File: src/rtl/age_queue_ctrl.sv
// Circular age-order queue controller: allocates at tail, retires at head, rolls back younger entries.
// Latency: all state is registered; effects appear one cycle after acceptance. query_mask and enq_ready are combinational.
// Backpressure: enq_ready drops when full or while rollback_valid is high; dequeue is accepted whenever the queue is non-empty.
//
// Ports:
//   CLK, nRST                     clock, synchronous active-low reset
//   enq_valid/enq_ready/enq_index allocation handshake, enq_index = tail_index
//   deq_valid/deq_ready/deq_index retire handshake, deq_index = head_index
//   rollback_valid/rollback_index discard every entry younger than rollback_index
//   query_index -> query_mask     target mask, bit i set when i > query_index
//   valid_vec, head_index, head_mask, tail_index, count, full, empty  registered state
module age_queue_ctrl #(
    parameter int DEPTH       = 8,
    parameter int INDEX_WIDTH = $clog2(DEPTH),
    parameter int COUNT_WIDTH = $clog2(DEPTH + 1)
) (
    input  logic                   CLK,
    input  logic                   nRST,
    input  logic                   enq_valid,
    output logic                   enq_ready,
    output logic [INDEX_WIDTH-1:0] enq_index,
    output logic                   deq_valid,
    input  logic                   deq_ready,
    output logic [INDEX_WIDTH-1:0] deq_index,
    input  logic                   rollback_valid,
    input  logic [INDEX_WIDTH-1:0] rollback_index,
    input  logic [INDEX_WIDTH-1:0] query_index,
    output logic [DEPTH-1:0]       query_mask,
    output logic [DEPTH-1:0]       valid_vec,
    output logic [INDEX_WIDTH-1:0] head_index,
    output logic [DEPTH-1:0]       head_mask,
    output logic [INDEX_WIDTH-1:0] tail_index,
    output logic [COUNT_WIDTH-1:0] count,
    output logic                   full,
    output logic                   empty
);

    logic [INDEX_WIDTH-1:0] head_q, head_d;
    logic [INDEX_WIDTH-1:0] tail_q, tail_d;
    logic [COUNT_WIDTH-1:0] count_q, count_d;
    logic [DEPTH-1:0]       valid_q, valid_d;
    logic [DEPTH-1:0]       head_mask_q, head_mask_d;

    logic                   rb_legal;
    logic                   enq_fire;
    logic                   deq_fire;
    logic [INDEX_WIDTH-1:0] rb_span;   // age offset of rollback_index from head
    logic [INDEX_WIDTH-1:0] entry_off; // age offset of entry i from head

    assign full  = (count_q == COUNT_WIDTH'(DEPTH));
    assign empty = (count_q == '0);

    assign enq_ready  = ~full & ~rollback_valid;
    assign enq_index  = tail_q;
    assign deq_valid  = ~empty;
    assign deq_index  = head_q;
    assign valid_vec  = valid_q;
    assign head_index = head_q;
    assign head_mask  = head_mask_q;
    assign tail_index = tail_q;
    assign count      = count_q;

    // Rollback to an entry that is not currently allocated is dropped silently.
    assign rb_legal = rollback_valid & valid_q[rollback_index];
    assign enq_fire = enq_valid & enq_ready;
    assign deq_fire = deq_ready & ~empty;
    // DEPTH is a power of two, so the index subtraction wraps modulo DEPTH.
    assign rb_span  = rollback_index - head_q;

    always_comb begin
        head_d    = head_q;
        tail_d    = tail_q;
        count_d   = count_q;
        valid_d   = valid_q;
        entry_off = '0;

        // Rollback and enqueue are mutually exclusive because enq_ready is low during rollback_valid.
        if (rb_legal) begin
            tail_d  = rollback_index + INDEX_WIDTH'(1);
            count_d = COUNT_WIDTH'(rb_span) + COUNT_WIDTH'(1);
            for (int i = 0; i < DEPTH; i++) begin
                entry_off = INDEX_WIDTH'(i) - head_q;
                if (entry_off > rb_span) begin
                    valid_d[i] = 1'b0;
                end
            end
        end else if (enq_fire) begin
            valid_d[tail_q] = 1'b1;
            tail_d          = tail_q + INDEX_WIDTH'(1);
            count_d         = count_q + COUNT_WIDTH'(1);
        end

        // Dequeue applies on top of a same-cycle rollback; the head entry always survives rollback.
        if (deq_fire) begin
            valid_d[head_q] = 1'b0;
            head_d          = head_q + INDEX_WIDTH'(1);
            count_d         = count_d - COUNT_WIDTH'(1);
        end
    end

    always_comb begin
        head_mask_d = '0;
        for (int i = 0; i < DEPTH; i++) begin
            head_mask_d[i] = (INDEX_WIDTH'(i) >= head_d);
        end
    end

    always_comb begin
        query_mask = '0;
        for (int i = 0; i < DEPTH; i++) begin
            query_mask[i] = (INDEX_WIDTH'(i) > query_index);
        end
    end

    always_ff @(posedge CLK) begin
        if (!nRST) begin
            head_q      <= '0;
            tail_q      <= '0;
            count_q     <= '0;
            valid_q     <= '0;
            head_mask_q <= '1;
        end else begin
            head_q      <= head_d;
            tail_q      <= tail_d;
            count_q     <= count_d;
            valid_q     <= valid_d;
            head_mask_q <= head_mask_d;
        end
    end

endmodule

File: config.mk
export PLATFORM = sky130hd
export DESIGN_NAME = age_queue_ctrl
export DESIGN_NICKNAME = d
export VERILOG_FILES = /design/src/rtl/age_queue_ctrl.sv
export SDC_FILE = /design/constraint.sdc
export NUM_CORES = 1
export LEC_CHECK = 0
export CAP_MARGIN = 5
export CORE_MARGIN = 10
export CORE_UTILIZATION = 49
export CTS_CLUSTER_DIAMETER = 60
export DETAILED_ROUTE_END_ITERATION = 8
export PLACE_DENSITY = 0.87
export SETUP_SLACK_MARGIN = 0.1
export SLEW_MARGIN = 5
export SYNTH_ARGS = -nofsm -noshare
export SYNTH_HDL_FRONTEND = slang
export SYNTH_SLANG_ARGS = --single-unit
File: constraint.sdc
create_clock -name CLK -period 3.3 [get_ports CLK]
set_input_delay 0.495 -clock CLK [delete_from_list [all_inputs] [get_ports CLK]]
set_output_delay 0.495 -clock CLK [all_outputs]
set_load 0.02 [all_outputs]
# Word level (Yosys, flattened, before mapping)
# Index checks and enable logic that the tools add are counted.
[word_totals]
ff_bits = 26
in_bits = 11
elab_cells = 87
[classes]
n_bitwise = 10
addsub = 15
reduce_logical = 4
eq_ne = 1
mux = 23
magnitude_cmp = 29
[ops]
columns = ["op", "count"]
rows = [
  ["greater-than comparator 3 bit", 8],
  ["two-way mux 8 bit", 3],
  [">= comparator 3 bit (first input constant)", 4],
  ["greater-than comparator 3 bit (first input constant)", 4],
  ["< comparator 3 x 4 -> 1 bit (second input constant)", 3],
  ["two-way mux 4 bit", 3],
  ["subtractor 3 bit (first input constant)", 4],
  ["two-way mux 1 bit", 11],
  ["adder 3 x 1 -> 3 bit (second input constant)", 3],
  ["two-way mux 3 bit", 3],
  ["AND 8 bit", 1],
  ["NOT 8 bit", 1],
  ["OR 8 bit", 1],
  ["demux 1 bit (select 3 bit)", 2],
  [">= comparator 1 x 3 -> 1 bit (first input constant)", 2],
  [">= comparator 2 x 3 -> 1 bit (first input constant)", 2],
  [">= comparator 3 x 1 -> 1 bit (second input constant)", 2],
  ["greater-than comparator 1 x 3 -> 1 bit (first input constant)", 2],
  ["greater-than comparator 2 x 3 -> 1 bit (first input constant)", 2],
  ["subtractor 1 x 3 -> 3 bit (first input constant)", 2],
  ["subtractor 2 x 3 -> 3 bit (first input constant)", 2],
  ["adder 3 x 1 -> 4 bit (second input constant)", 1],
  ["adder 4 x 1 -> 4 bit (second input constant)", 1],
  ["AND 1 bit", 4],
  ["other kinds (8)", 11],
]

# Longest topological paths before layout
[depth]
depth_word = 9
ltp_mapped = 12
mapped_depth_nobuf = 11

# Worst setup path after synthesis
# OpenSTA, ideal clock, no wires.
[synth_timing]
kind = "input port to flip-flop"
startpoint = "in rollback_index[0]"
endpoint = "reg valid_q[5], in the netlist valid_vec[5]"
path_buffers = 1
setup_time_ns = 0.061
cell_stages = 12
setup_slack_ns = 0.576
t_arrival_ns = 2.662
path_cell_list = "buf_6 inv_1 ha_1 inv_1 fa_1 inv_1 ha_1 nor2b_1 a2bb2oi_1 maj3_1 o21ai_0 and4b_1"
[synth_via]
elab_chain_len = 6
[synth_lines]
columns = ["item", "line_no", "text"]
rows = [
  ["from (decl)", "26", "input logic [INDEX_WIDTH-1:0] rollback_index,"],
  ["subtractor 3 bit or binary-select mux 1 bit (select 3 bit) (tied branches)", "68, 64", ""],
  ["greater-than comparator 3 bit or two-way mux 1 bit (tied branches)", "83, 64", ""],
  ["two-way mux 1 bit or AND 1 bit (tied branches)", "83, 64", ""],
  ["two-way mux 8 bit *", "78", "if (rb_legal) begin"],
  ["AND 8 bit (no line)", "-", ""],
  ["two-way mux 8 bit *", "94", "if (deq_fire) begin"],
  ["to (signal assigned)", "126", "valid_q <= valid_d;"],
  ["to (decl)", "41", "logic [DEPTH-1:0] valid_q, valid_d;"],
]
# Mark *: on every way between the ends. The rest lies on a longest branch, timed or not. The select of a mux whose other input is x is not followed.
# A chain may end at the register's enable or synchronous reset.

# Worst setup path in the final report
# Same ends and word-level chain as after synthesis.

==> results.py <==
metrics = {
    "timing": {
        "final.setup.tns_ns": 0,
        "slew_violations": 0,
        "final.setup.worst_slack_ns": 0.436,
        "setup_violations": 0,
        "finalCriticalPeriod_ns": 2.86,
        "skew_ns": 0.00857,
        "hold_viol": 0,
        "rsz0062_at_grt": "no",
        "period_share": 0.868,
        "fmax_ghz": 0.349,
    },
    "route": {
        "routed_via_density": 5.58,
        "antenna_left": 0,
        "vias": 1965,
        "first_pass_iters": 4,
        "post_drt_wl_per_cell_um": 16.1,
        "first_iter_violations": 139,
        "finalWirelength_um": 5660,
        "drc": 0,
    },
    "setup_path": {
        "reg2reg_depth": 9,
        "critPathLaunchType": "primary input",
        "critPathKind": "in2reg",
        "arrival_ns": 3.08,
        "end_kind": "register",
        "crit_fanout": 3,
        "cp_data_required_time_ns": 3.52,
    },
    "place": {
        "port_buffers": 52,
        "dp_hpwl_um": 4520,
        "gp_congestion": 0.867,
        "dp_slack_ns": 0.142,
    },
    "run": {
        "cap_violations": 0,
    },
    "synthesis": {
        "yosys_most_used_dff": "dfxtp_1",
        "synth.avg_cell_area_um2": 7.93,
        "yosys-top-cells-count": "inv_1 (26), nand2_1 (26), dfxtp_1 (25)",
        "synth-edff-count": 0,
        "ys_warn_count": 0,
        "synth_area_leader_cell": "dfxtp_1",
        "async_flop_share": 0,
        "synth_fp_nets": 291,
        "synth_cell_types": 49,
        "synth_seq_area_share": 0.246,
        "syn-instance-count": 257,
        "synth_area_leaders": "dfxtp_1 (25%), ha_1 (14%), inv_1 (4.8%)",
        "ys_seq_elements": 25,
        "synth_top_area_share": 0.246,
        "syn_area_mm2": 0.00204,
    },
    "clock_network": {
        "insertion_delay_ns": 0.28,
        "clkTransAtPathRegs_ns": 0.10,
        "post_cts_buffers": 0,
        "cts_tree": "built",
        "clk_path_buf_depth": 2,
        "cts_made_buffers": 3,
        "clock-sinks": 25,
        "cts.hold.buffers_added": 0,
        "post_cts_resized": 0,
        "cts.htree.levels": 1,
        "clock_tree.root_cell": "clkbuf_8",
    },
    "power_and_ir_drop": {
        "p_comb_frac": 0.688,
        "leakage_nw": 1.13,
        "vdd_drop_max_uv": 475,
        "switching_share": 0.468,
        "internal-power_mw": 1.03,
        "powerDensity_mw_per_mm2": 744,
        "p_sw_mw": 0.910,
        "power_frac_clock": 0.098,
        "pwr-share-seq": 0.214,
        "finalPower_mw": 1.94,
    },
    "floorplanning": {
        "io_pins": 55,
        "fp.dieH_um": 84.5,
        "initial_core_util": 0.509,
        "die_width_um": 84.5,
        "die_area_mm2": 0.00714,
        "rows": 23,
        "coreArea_mm2": 0.00400,
    },
    "grt": {
        "grt_pass1_vias": 1965,
        "grt_overflow": 0,
        "grt_pass1_wl_um": 9470,
        "grt_max_degree": 23,
        "grt_antenna_before_repair": 0,
        "grt_usage": 0.156,
    },
    "run_status": {
        "status": "finished, final reports clean",
    },
    "layout": {
        "fin_util": 0.653,
        "area_growth_syn_to_layout_pct": 28.3,
        "drive_gt1_frac": 0.0530,
        "diodes": 0,
        "fin_nets": 337,
    },
    "min_path": {
        "hold_class": "reg2reg",
        "hold_path_depth": 2,
    },
}
power by group through the flow:
stage	clock, mW	sequential [mW]	combinational [mW]
2_1_floorplan	0	0.474	0.865
3_3_place_gp	0	0.422	1.29
3_5_place_dp	0	0.423	1.33
4_1_cts	0.194	0.416	1.34
5_1_grt	0.204	0.425	1.49
6_report	0.190	0.416	1.34
state kept, by name (all words and copies together), names as in the netlist:
name / flops
head_mask: 7
enq_index: 3
count: 4
valid_vec: 8
deq_index: 3
layout make-up:
cell class | count | area (um2)
multi-input combinational | 188 | 1330
clock inverter | 1 | 7.51
clock buffer | 3 | 41.3
timing repair buffer | 59 | 573
tap | 50 | 62.6
fill | 351 | 1390
inverter | 26 | 97.6
sequential | 25 | 500
final timing paths:
check,from,end,slack (ns)
min reg2reg,valid_vec[4],valid_vec[4],0.52
max,rollback_index[0],valid_vec[5],0.44
min,valid_vec[4],valid_vec[4],0.52
max reg2reg,deq_index[1],valid_vec[5],0.56
stage by stage:
step | cell area (um2) | std cells | hold WS, ns
6_report | 2610 | 352 | 0.516
5_1_grt | 2610 | 352 | 0.548
4_1_cts | 2610 | 352 | 0.517
3_5_place_dp | 2560 | 348 | 0.506
2_1_floorplan | 2040 | 257 | 0.549
3_3_place_gp | 2560 | 348 | 0.496
routing by layer:
layer	up-vias	global-route usage	routed length, um
met4	0	0.0509	51
met3	6	0.0329	446
met2	79	0.266	2820
met1	904	0.189	2340
li1	976	-	-
met5	-	0	0
critical path, stage by stage:
cell and delay (ns):
clkdlybuf4s50_1 0.43, inv_1 0.08, ha_1 0.19, inv_1 0.07, fa_1 0.51, inv_1 0.06
ha_1 0.30, nor2b_1 0.14, a2bb2oi_1 0.14, maj3_1 0.35, o21ai_0 0.13, and4b_1 0.19
layout by cell type (no fill, tap or decap), types with 3 or more instances in the layout:
cell and n:
clkdlybuf4s50_1 52, inv_1 26, nand2_1 26, dfxtp_1 25, ha_1 22, a21oi_1 17
o21ai_0 16, nor2_1 12, nand3_1 11, xnor2_1 9, nor3_1 7, and3_1 7
buf_4 7, mux2i_1 6, nor2b_1 6, o31ai_1 5, nand3b_1 3, a31oi_1 3
and2_1 3, xor2_1 3, clkbuf_8 3
kinds of logic (layout without fill, tap and decap cells):
group,after synthesis,in the layout,share of synthesized area
simple gates,80,80,0.195
other cells,2,2,0.00369
xor+xnor,13,13,0.0627
flops,25,25,0.246
compound gates,60,60,0.190
buf+inv,44,89,0.101
mux,9,9,0.0516
fa+ha+maj,24,24,0.150
No activity file was read; power rests on OpenSTA's default activity.
